--- src/rtl/dino_input_cond.sv ---
// -----------------------------------------------------------------------------
// dino_input_cond
//   Input conditioner that sits in front of the dino game logic. It
//   synchronises and debounces the raw start and jump push-buttons. It also
//   merges the keyboard start key (make event of START_KEY) with the debounced
//   start-button press into a single one-cycle start request.
//   Everything runs in the pclk domain.
//
// Ports
//   pclk            in   pixel/system clock
//   rst             in   asynchronous, active-high reset
//   btn_start_raw   in   raw start button (asynchronous, bouncy)
//   btn_jump_raw    in   raw jump button (asynchronous, bouncy)
//   key_valid       in   keyboard decoder event strobe/level
//   last_change     in   keyboard code of the latest make/break event
//   key_start_down  in   1 while START_KEY is held
//   start_pulse     out  one-cycle start request (button press or key make)
//   jump_signal     out  debounced jump button level
//   btn_start_db    out  debounced start button level (debug/LED)
// -----------------------------------------------------------------------------

// -----------------------------------------------------------------------------
// dino_debounce
//   2-flop synchroniser followed by a 4-state debounce FSM. An input level is
//   accepted only after it has been stable at the synchroniser output for
//   DEBOUNCE_CYCLES consecutive cycles.
//
// Ports
//   pclk    in   clock
//   rst     in   asynchronous, active-high reset
//   raw     in   raw asynchronous input
//   level   out  registered debounced level
//   accept  out  combinational: this edge completes a debounced press
// -----------------------------------------------------------------------------
module dino_debounce #(
  parameter int DEBOUNCE_CYCLES = 250000,
  parameter int CNT_W           = 18
) (
  input  logic pclk,
  input  logic rst,
  input  logic raw,
  output logic level,
  output logic accept
);

  typedef enum logic [1:0] {
    S_LOW      = 2'd0,
    S_RISE_CHK = 2'd1,
    S_HIGH     = 2'd2,
    S_FALL_CHK = 2'd3
  } state_t;

  localparam logic [CNT_W-1:0] CNT_LAST = CNT_W'(DEBOUNCE_CYCLES - 1);

  logic            sync_p0;
  logic            sync_p1;
  state_t          state;
  state_t          state_nxt;
  logic [CNT_W-1:0] cnt;
  logic [CNT_W-1:0] cnt_nxt;
  logic            level_nxt;

  // Stage p0/p1: metastability synchroniser; the FSM only ever sees sync_p1
  always_ff @(posedge pclk or posedge rst) begin
    if (rst) begin
      sync_p0 <= 1'b0;
      sync_p1 <= 1'b0;
    end else begin
      sync_p0 <= raw;
      sync_p1 <= sync_p0;
    end
  end

  // Debounce FSM: state, counter and level register
  always_ff @(posedge pclk or posedge rst) begin
    if (rst) begin
      state <= S_LOW;
      cnt   <= '0;
      level <= 1'b0;
    end else begin
      state <= state_nxt;
      cnt   <= cnt_nxt;
      level <= level_nxt;
    end
  end

  // The terminal compare stops the counter before it can wrap.
  always_comb begin
    state_nxt = state;
    cnt_nxt   = cnt;
    accept    = 1'b0;
    case (state)
      S_LOW: begin
        if (sync_p1) begin
          state_nxt = S_RISE_CHK;
          cnt_nxt   = '0;
        end
      end
      S_RISE_CHK: begin
        if (!sync_p1) begin
          state_nxt = S_LOW;
          cnt_nxt   = '0;
        end else if (cnt == CNT_LAST) begin
          state_nxt = S_HIGH;
          cnt_nxt   = '0;
          accept    = 1'b1;
        end else begin
          cnt_nxt = cnt + 1'b1;
        end
      end
      S_HIGH: begin
        if (!sync_p1) begin
          state_nxt = S_FALL_CHK;
          cnt_nxt   = '0;
        end
      end
      S_FALL_CHK: begin
        if (sync_p1) begin
          state_nxt = S_HIGH;
          cnt_nxt   = '0;
        end else if (cnt == CNT_LAST) begin
          state_nxt = S_LOW;
          cnt_nxt   = '0;
        end else begin
          cnt_nxt = cnt + 1'b1;
        end
      end
      default: begin
        state_nxt = S_LOW;
        cnt_nxt   = '0;
      end
    endcase
    // Level is registered from the next state so it moves on the same edge
    // as the state itself.
    level_nxt = (state_nxt == S_HIGH) || (state_nxt == S_FALL_CHK);
  end

endmodule

module dino_input_cond #(
  parameter int         DEBOUNCE_CYCLES = 250000,
  parameter int         CNT_W           = 18,
  parameter logic [8:0] START_KEY       = 9'h05A
) (
  input  logic       pclk,
  input  logic       rst,
  input  logic       btn_start_raw,
  input  logic       btn_jump_raw,
  input  logic       key_valid,
  input  logic [8:0] last_change,
  input  logic       key_start_down,
  output logic       start_pulse,
  output logic       jump_signal,
  output logic       btn_start_db
);

  logic start_accept;
  logic jump_accept;
  logic prev_key_valid;
  logic key_evt;

  dino_debounce #(
    .DEBOUNCE_CYCLES (DEBOUNCE_CYCLES),
    .CNT_W           (CNT_W)
  ) u_db_start (
    .pclk   (pclk),
    .rst    (rst),
    .raw    (btn_start_raw),
    .level  (btn_start_db),
    .accept (start_accept)
  );

  dino_debounce #(
    .DEBOUNCE_CYCLES (DEBOUNCE_CYCLES),
    .CNT_W           (CNT_W)
  ) u_db_jump (
    .pclk   (pclk),
    .rst    (rst),
    .raw    (btn_jump_raw),
    .level  (jump_signal),
    .accept (jump_accept)
  );

  // Only the make event counts: a break for START_KEY arrives with
  // key_start_down already low. prev_key_valid clears in reset, so a
  // key_valid that is high on the first cycle after reset still fires.
  assign key_evt = key_valid & ~prev_key_valid &
                   (last_change == START_KEY) & key_start_down;

  // Output stage: both start sources merge into one registered pulse
  always_ff @(posedge pclk or posedge rst) begin
    if (rst) begin
      prev_key_valid <= 1'b0;
      start_pulse    <= 1'b0;
    end else begin
      prev_key_valid <= key_valid;
      start_pulse    <= start_accept | key_evt;
    end
  end

  // Jump is consumed as a level by the game; its accept strobe has no user.
  logic unused_jump_accept;
  assign unused_jump_accept = jump_accept;

endmodule
--- config.mk ---
export PLATFORM = sky130hd
export DESIGN_NAME = dino_input_cond
export DESIGN_NICKNAME = d
export VERILOG_FILES = /design/src/rtl/dino_input_cond.sv
export SDC_FILE = /design/constraint.sdc
export NUM_CORES = 1
export LEC_CHECK = 0
export CAP_MARGIN = 20
export CORE_MARGIN = 2
export CORE_UTILIZATION = 45
export DETAILED_ROUTE_END_ITERATION = 10
export PLACE_DENSITY = 0.63
export SLEW_MARGIN = 20
export SYNTH_ARGS = -nofsm -noshare
export SYNTH_HDL_FRONTEND = slang
export SYNTH_SLANG_ARGS = --single-unit
--- constraint.sdc ---
create_clock -name pclk -period 5.6 [get_ports pclk]
set_input_delay 1.12 -clock pclk [delete_from_list [all_inputs] [get_ports pclk]]
set_output_delay 1.12 -clock pclk [all_outputs]
set_load 0.02 [all_outputs]
Word-level counts from Yosys, hierarchy flattened
Index checks and enable logic that the tools add are counted.
{"block": "word_totals", "inputBits": 15, "output_inout_bits": 3, "ff_bits": 48}
{"block": "classes", "bitwise": 5, "n_eq_ne": 17, "n_mux": 29, "reduce_logical": 6, "add_sub_neg": 2}
{"op": "2-to-1 mux 18 bit", "count": 10}
{"op": "case mux 18 bit (4 select lines)", "count": 2}
{"op": "adder 18 x 1 -> 18 bit (second input constant)", "count": 2}
{"op": "== test 18 bit (second input constant)", "count": 2}
{"op": "2-to-1 mux 2 bit", "count": 12}
{"op": "== test 2 bit (second input constant)", "count": 8}
{"op": "case mux 2 bit (4 select lines)", "count": 2}
{"op": "== test 9 x 7 -> 1 bit (second input constant)", "count": 1}
{"op": "== test 2 x 1 -> 1 bit (second input constant)", "count": 2}
{"op": "zero test 2 bit", "count": 2}
{"op": "inequality test 2 x 1 -> 1 bit (second input constant)", "count": 2}
{"op": "inequality test 2 bit (second input constant)", "count": 2}
{"op": "AND reduction 2 bit", "count": 2}
{"op": "AND 1 bit", "count": 3}
{"op": "2-to-1 mux 1 bit", "count": 3}
{"op": "logical OR 1 bit", "count": 2}
{"op": "inverter 1 bit", "count": 1}
{"op": "bitwise OR 1 bit", "count": 1}

Longest topological paths before layout
Gate-level depths: netlist (run 1).
{"block": "depth", "depth_word": 6, "mapped_depth": 8, "depth_no_buf": 6}

Modules after synthesis
A second synthesis (run 1) with hierarchy kept.
{"block": "unflattened", "cells_unflattened": 261, "hier_area_um2": 2557.5}
{"module": "dino_debounce", "cells_per_inst": 127, "seq_area_each_um2": 575.6, "n_inst": 2, "area_per_inst_um2": 1228.7}
{"module": "dino_input_cond", "cells_per_inst": 7, "seq_area_each_um2": 50.0, "n_inst": 1, "area_per_inst_um2": 100.1}

Least setup slack after synthesis (run 1)
Ideal clock, no wire load.
{"block": "synth_path", "path_kind": "reg-to-reg", "from": "register u_db_jump.cnt[0]", "to": "register u_db_jump.cnt[10]", "setup_ns": 0.079, "arrival_time_ns": 1.793, "setup_slack_ns": 3.728, "path_stages_with_launch": 8, "required_time_ns": 5.521, "path_cell_list": "dfrtp_1 ha_1 and3_1 and4_1 buf_2 a21o_1 or2_2 mux2i_1"}
{"block": "synth_between", "elab_chain_cells": 4}
{"item": "from (decl)", "line": "59", "text": "logic [CNT_W-1:0] cnt;"}
{"item": "from (signal assigned)", "line": "82", "text": "cnt <= cnt_nxt;"}
{"item": "adder 18 x 1 -> 18 bit / == test 18 bit (equally long branches)"}
{"item": "2-to-1 mux 18 bit (*)", "line": "103, 121"}
{"item": "2-to-1 mux 18 bit (on tied branches)", "line": "118, 100"}
{"item": "case mux 18 bit (4 select lines) (*)", "line": "92", "text": "case (state)"}
Mark *: on every way between the ends. The rest lies on a longest branch, timed or not.
A chain may end at the register's enable or synchronous reset.

Worst setup path in the final report (run 1)
{"block": "layout_path", "from": "register u_db_jump.level", "to": "output port jump_signal"}
{"item": "from (decl)", "line": "42", "text": "output logic level,"}
{"item": "from (signal assigned)", "line": "83", "text": "level <= level_nxt;"}
{"item": "to (decl)", "line": "153", "text": "output logic jump_signal,"}
No word-level cell between the ends.

==> impl_metrics.json, run 1 <==
{
  "clkTransAtPathRegs_ps": 80,
  "endpoint_kind": "output pin",
  "postCtsHoldBufs": 0,
  "final_layout_size_suffix_gt1_share_pct": 7.364,
  "post_cts_buffers": 0,
  "power.switching_w": 0.0001353,
  "dr_total_vias": 1809,
  "num_antenna_cells": 0,
  "clk_path_buf_depth": 2,
  "critPathArrivalTime_ps": 1220,
  "synth_area_sq_mm": 0.002365,
  "path_depth": 1,
  "initial_core_util_pct": 46.60,
  "final-hold-violation-count": 0,
  "synthArstFlopShare_pct": 100.0,
  "power_frac_seq_pct": 58.8,
  "yosysTopAreaCell": "dfrtp_1",
  "r2r_cells": 5,
  "rsz0062_at_grt": "false",
  "fin_worst_skew_ps": 3.669,
  "clockPowerShare_pct": 34.7,
  "synth_edf_count": 0,
  "drt-total-wl_um": 4603,
  "wl_per_cell_um": 14.03,
  "clk_latency_ps": 290,
  "finalMaxSlewViolations": 0,
  "startpoint": "u_db_jump.level",
  "path_max_fanout": 1,
  "max_freq_mhz": 427.3,
  "whs_ps": 359.4,
  "area_growth_pct": 14.23,
  "placed_area_sq_mm": 0.002610,
  "synth_ff_type": "dfrtp_1",
  "io_pins": 18,
  "synth_cell_types": 43,
  "cts_resized": 0,
  "criticalPathCategory": "flop to output pin",
  "critPathBufInv": 1,
  "die_h_um": 76.49,
  "row_count": 26,
  "reg2reg_from": "u_db_start.cnt[6]",
  "die_w_um": 76.49,
  "worst_pin_slew_ps": 833.6,
  "worstSetupStartpointType": "flop",
  "synth.top_cells.by_area": "dfrtp_1, xor2_1, o21ai_0",
  "cts_root_buf": "clkbuf_8",
  "ys_top_cells_by_count": "dfrtp_1, nor2_1, o21ai_0",
  "p_leak_nw": 1.187,
  "status": "complete, no violations",
  "first_iter_violations": 105,
  "overflow": 0,
  "grt_max_degree": 49,
  "drt-pass1-iter-count": 4,
  "reg2reg_slack_ps": 3300,
  "switching_share_pct": 22.39,
  "reg2reg_to": "u_db_start.cnt[6]",
  "slowest_stage": "clkdlybuf4s50_1",
  "setup-tns-final_ps": 0,
  "synth-seq-cells": 48,
  "crit_path_max_incr_delay_ps": 600,
  "fin_nets": 274,
  "synth_top_area_share_pct": 50.79,
  "port_buffers": 17,
  "dp_hpwl_um": 3169,
  "die_area_sq_mm": 0.005851,
  "period_share_pct": 41.79,
  "slew_headroom_pct": 44.22,
  "postRouteAntennaNets": 0,
  "antenna_found_initial": 0,
  "grt_pass1_vias": 1784,
  "viasPerCell": 5.515,
  "avgSynthCellArea_sq_um": 10.02,
  "design_area_sq_mm": 0.002701,
  "synth_nets": 253,
  "ys_seq_area_share_pct": 50.79,
  "vdd_drop_max_uv": 96.69,
  "comb_power_share_pct": 6.5,
  "core_sq_mm": 0.005075,
  "drv_cap": 0,
  "fin_crit_ps": 2340,
  "cp_data_required_time_ps": 4480,
  "gp_congestion": 0.8128,
  "power.density_mw_per_mm2": 223.8,
  "cts_tree": "yes",
  "htree_num_levels": 2,
  "grt_pass1_wl_um": 8211,
  "crit_chain": "clkdlybuf4s50_1",
  "postLayoutCoreUtil_pct": 53.23,
  "track_usage_pct": 17.18,
  "crit_path_end": "jump_signal",
  "clkSinkCount": 48,
  "syn_inst": 236,
  "yosys_warnings": 0,
  "p_int_w": 0.0004691,
  "numCtsBuffers": 5,
  "yosysMostFrequentCell": "dfrtp_1",
  "hold_path_class": "flop to flop",
  "setup_viol": 0,
  "crit_family": "buffers and inverters",
  "drc": 0
}
[cell type report]
type | count | area [sq um]
well taps | 70 | 87.58
fillers | 478 | 2374
clock buffers | 8 | 90.09
flip-flops and latches | 48 | 1201
inverters | 2 | 8.758
multi-input cells | 181 | 1129
repair buffers | 19 | 185.2
[placed cells by master (no fill, tap or decap), drive strengths merged, types with 3 or more instances in the layout]
cell type	synthesis	layout
a211oi	5	5
a21o	7	7
a21oi	6	6
and2	5	5
and3	7	7
and4	3	3
clkbuf	2	8
clkdlybuf4s50	0	17
dfrtp	48	48
mux2	4	4
mux2i	5	5
nand2	19	19
nand3	16	16
nand4	9	9
nor2	26	26
nor3	4	4
nor4	4	4
nor4bb	3	3
o21ai	22	22
or2	3	3
xor2	15	15
[sequential cells by signal, summed over array words and instances, names as in the netlist]
name / cells
u_db_jump.cnt: 18
u_db_start.cnt: 18
u_db_jump.state: 2
u_db_start.state: 2
prev_key_valid: 1
start_pulse: 1
u_db_jump.level: 1
u_db_jump.sync_p0: 1
u_db_jump.sync_p1: 1
u_db_start.level: 1
u_db_start.sync_p0: 1
u_db_start.sync_p1: 1
[through the flow]
| step | setup slack, ps | std cells | power (W) |
|---|---|---|---|
| after floorplan | 3336 | 236 | 0.0003850 |
| after global placement | 3212 | 318 | 0.0004009 |
| after detailed placement | 3203 | 320 | 0.0004025 |
| after CTS | 3244 | 328 | 0.0006147 |
| after global routing | 3131 | 328 | 0.0006362 |
| final | 3260 | 328 | 0.0006044 |
[cell families (layout without fill, tap and decap cells)]
logic type	count (synthesis)	in the layout	share of synthesized area, %
fa+ha+maj	2	2	1.058
xor+xnor	16	16	5.926
simple gates	106	106	23.97
buf+inv	7	29	1.481
flops	48	48	50.79
mux	9	9	4.021
compound gates	48	48	12.75
[metal layers]
| layer | up-vias | global-route usage (%) | part of all wire [%] |
|---|---|---|---|
| met3 | 6 | 4.028 | 5.0 |
| met4 | 0 | 6.727 | 1.1 |
| met2 | 48 | 24.96 | 41 |
| met1 | 860 | 24.86 | 52 |
| met5 | - | 0 | 0 |
| li1 | 895 | - | - |
[power groups by stage]
| stage | Combinational, W | Clock (W) | Sequential [W] |
|---|---|---|---|
| 4_1_cts | 0.0000402 | 0.000219 | 0.000356 |
| 3_5_place_dp | 0.0000401 | 0 | 0.000362 |
| 6_report | 0.0000393 | 0.000209 | 0.000356 |
| 2_1_floorplan | 0.0000235 | 0 | 0.000361 |
| 3_3_place_gp | 0.0000382 | 0 | 0.000363 |
| 5_1_grt | 0.0000442 | 0.000235 | 0.000357 |
[worst min path at each step]
stage | cells past startpoint | endpoint | slack [ps] | from
after CTS | 0 | u_db_jump.sync_p1 | 360 | u_db_jump.sync_p0
after detailed placement | 0 | u_db_jump.sync_p1 | 340 | u_db_jump.sync_p0
after global placement | 0 | u_db_jump.sync_p1 | 360 | u_db_jump.sync_p0
after floorplan | 0 | u_db_jump.sync_p1 | 330 | u_db_jump.sync_p0
final | 0 | u_db_jump.sync_p1 | 360 | u_db_jump.sync_p0
after global routing | 0 | u_db_jump.sync_p1 | 370 | u_db_jump.sync_p0
(Power assumes the default switching activity.)
==> inputs of run 2 (changes only) <==
==> constraint.sdc (replaced) <==
create_clock -name pclk -period 2.22 [get_ports pclk]
set_input_delay 0.444 -clock pclk [delete_from_list [all_inputs] [get_ports pclk]]
set_output_delay 0.444 -clock pclk [all_outputs]
set_load 0.02 [all_outputs]
==> run 2 against run 1 <==
Effect of this change: non-clock buffer count increased by 6; sequential share of layout area decreased by 0.95 points; cell count increased by 1.8%; critical path type is now flop to flop; largest cell class unchanged; largest power group unchanged.
==> impl_metrics.json, run 2 (synthesis results as in run 1) <==
{
  "htree_num_levels": 2,
  "layout_common_cells": "dfrtp_1, nor2_1, o21ai_0, nand2_1, clkdlybuf4s50_1",
  "grt_pass1_vias": 1829,
  "area_growth_pct": 16.72,
  "hold_end": "u_db_jump.sync_p1",
  "setup_viol": 0,
  "core_sq_mm": 0.005075,
  "dr_total_vias": 1828,
  "gp_congestion": 0.7865,
  "cts_resized": 0,
  "r2r_cells": 6,
  "finalMaxSlewViolations": 0,
  "max_freq_mhz": 496.3,
  "worstSetupStartpointType": "flop",
  "reg2reg_from": "u_db_jump.cnt[0]",
  "seqCellArea_sq_mm": 0.001201,
  "postRouteAntennaNets": 0,
  "endpoint_kind": "flop",
  "final-hold-violation-count": 0,
  "layout_commonest_cell": "dfrtp_1",
  "reg2reg_to": "u_db_jump.cnt[10]",
  "nFillCells": 487,
  "fin_nets": 280,
  "drv_cap": 0,
  "die_area_sq_mm": 0.005851,
  "rsz0062_at_grt": "false",
  "grt_pass1_wl_um": 8576,
  "drt-pass1-iter-count": 4,
  "io_pins": 18,
  "dp_hpwl_um": 3280,
  "grt_max_degree": 35,
  "path_max_fanout": 9,
  "slowest_stage": "dfrtp_1",
  "setup-tns-final_ps": 0,
  "clk_latency_ps": 300,
  "port_buffers": 17,
  "worst_pin_slew_ps": 413.3,
  "p_leak_nw": 1.228,
  "first_iter_violations": 164,
  "clk_path_buf_depth": 2,
  "period_share_pct": 90.77,
  "clkSinkCount": 48,
  "critPathBufInv": 0,
  "cts_root_buf": "clkbuf_8",
  "postCtsHoldBufs": 0,
  "power.density_mw_per_mm2": 558.4,
  "totalPowerFinal_w": 0.001541,
  "criticalPathCategory": "flop to flop",
  "numCtsBuffers": 5,
  "min_path_cells": 0,
  "viasPerCell": 5.473,
  "initial_core_util_pct": 46.60,
  "crit_family": "simple AND/OR/NAND/NOR gates",
  "cp_data_required_time_ps": 2450,
  "antenna_found_initial": 0,
  "pre_cts_ws_ps": 226.3,
  "track_usage_pct": 18.14,
  "clkTransAtPathRegs_ps": 90,
  "drt-total-wl_um": 4739,
  "overflow": 0,
  "crit_path_max_incr_delay_ps": 420,
  "num_antenna_cells": 0,
  "die_w_um": 76.49,
  "hold_path_class": "flop to flop",
  "startpoint": "u_db_jump.cnt[0]",
  "die_h_um": 76.49,
  "fin_worst_skew_ps": 4.580,
  "fin_crit_ps": 2015,
  "critPathArrivalTime_ps": 2240,
  "reg2reg_slack_ps": 200,
  "fin_ws_ps": 205.0,
  "post_cts_buffers": 0,
  "drc": 0,
  "slew_headroom_pct": 72.36,
  "cts_tree": "yes",
  "multi_input_area_sq_mm": 0.001129,
  "final_layout_size_suffix_gt1_share_pct": 10.23,
  "status": "complete, no violations",
  "vdd_drop_max_uv": 321.2,
  "wl_per_cell_um": 14.19,
  "row_count": 26,
  "crit_chain": "ha_1 > and3_1 > and4_1 > a21o_1 > or2_2 > mux2i_1",
  "postLayoutCoreUtil_pct": 54.39,
  "top_regs": "u_db_jump.cnt x18, u_db_start.cnt x18",
  "hp-start": "u_db_jump.sync_p0"
}
==> run 2: worst max-delay path by stage <==
stage                        endpoint  depth (start not counted)  slack (ps)
global placement    u_db_jump.cnt[10]                          6         260
detailed placement  u_db_jump.cnt[10]                          6         230
floorplan           u_db_jump.cnt[16]                          8         350
global route        u_db_jump.cnt[10]                          6          90
CTS                 u_db_jump.cnt[10]                          6         200
finish              u_db_jump.cnt[10]                          6         200
==> run 2: metal layers <==
layer / track usage [%] / share of wire [%] / vias to the layer above
met4: 4.909 / 0.55 / 0
li1: - / - / 911
met2: 24.51 / 41 / 37
met3: 5.095 / 4.9 / 2
met1: 28.22 / 53 / 878
met5: 0 / 0 / -
==> run 2: through the flow <==
stage / area (sq um) / hold WS, ps / std cells
finish: 2760 / 358.6 / 334
global route: 2760 / 374.7 / 334
CTS: 2753 / 357.2 / 333
detailed placement: 2660 / 336.4 / 325
global placement: 2660 / 333.3 / 325
floorplan: 2365 / 331.2 / 236
==> run 2: worst register-to-register path: stages (launching register included) <==
cell	delay, ps
dfrtp_1	420
ha_1	250
and3_1	220
and4_1	300
a21o_1	320
or2_2	330
mux2i_1	120
==> run 2: final cells by class <==
type                    count  share of cell area (%)
flip-flops and latches     48                   43.52
clock buffers               6                   2.992
clock inverters             2                  0.3626
repair buffers             25                   8.794
multi-input cells         181                   40.89
well taps                  70                   3.173
inverters                   2                  0.2720
==> run 2: report_power, final <==
group	total (W)	switching (W)	leakage [nW]	internal, W
combinational	0.000107	0.0000572	0.526	0.0000494
clock	0.000537	0.000288	0.0510	0.000249
sequential	0.000897	0.0000112	0.652	0.000886
total	0.00154	0.000357	1.23	0.00118
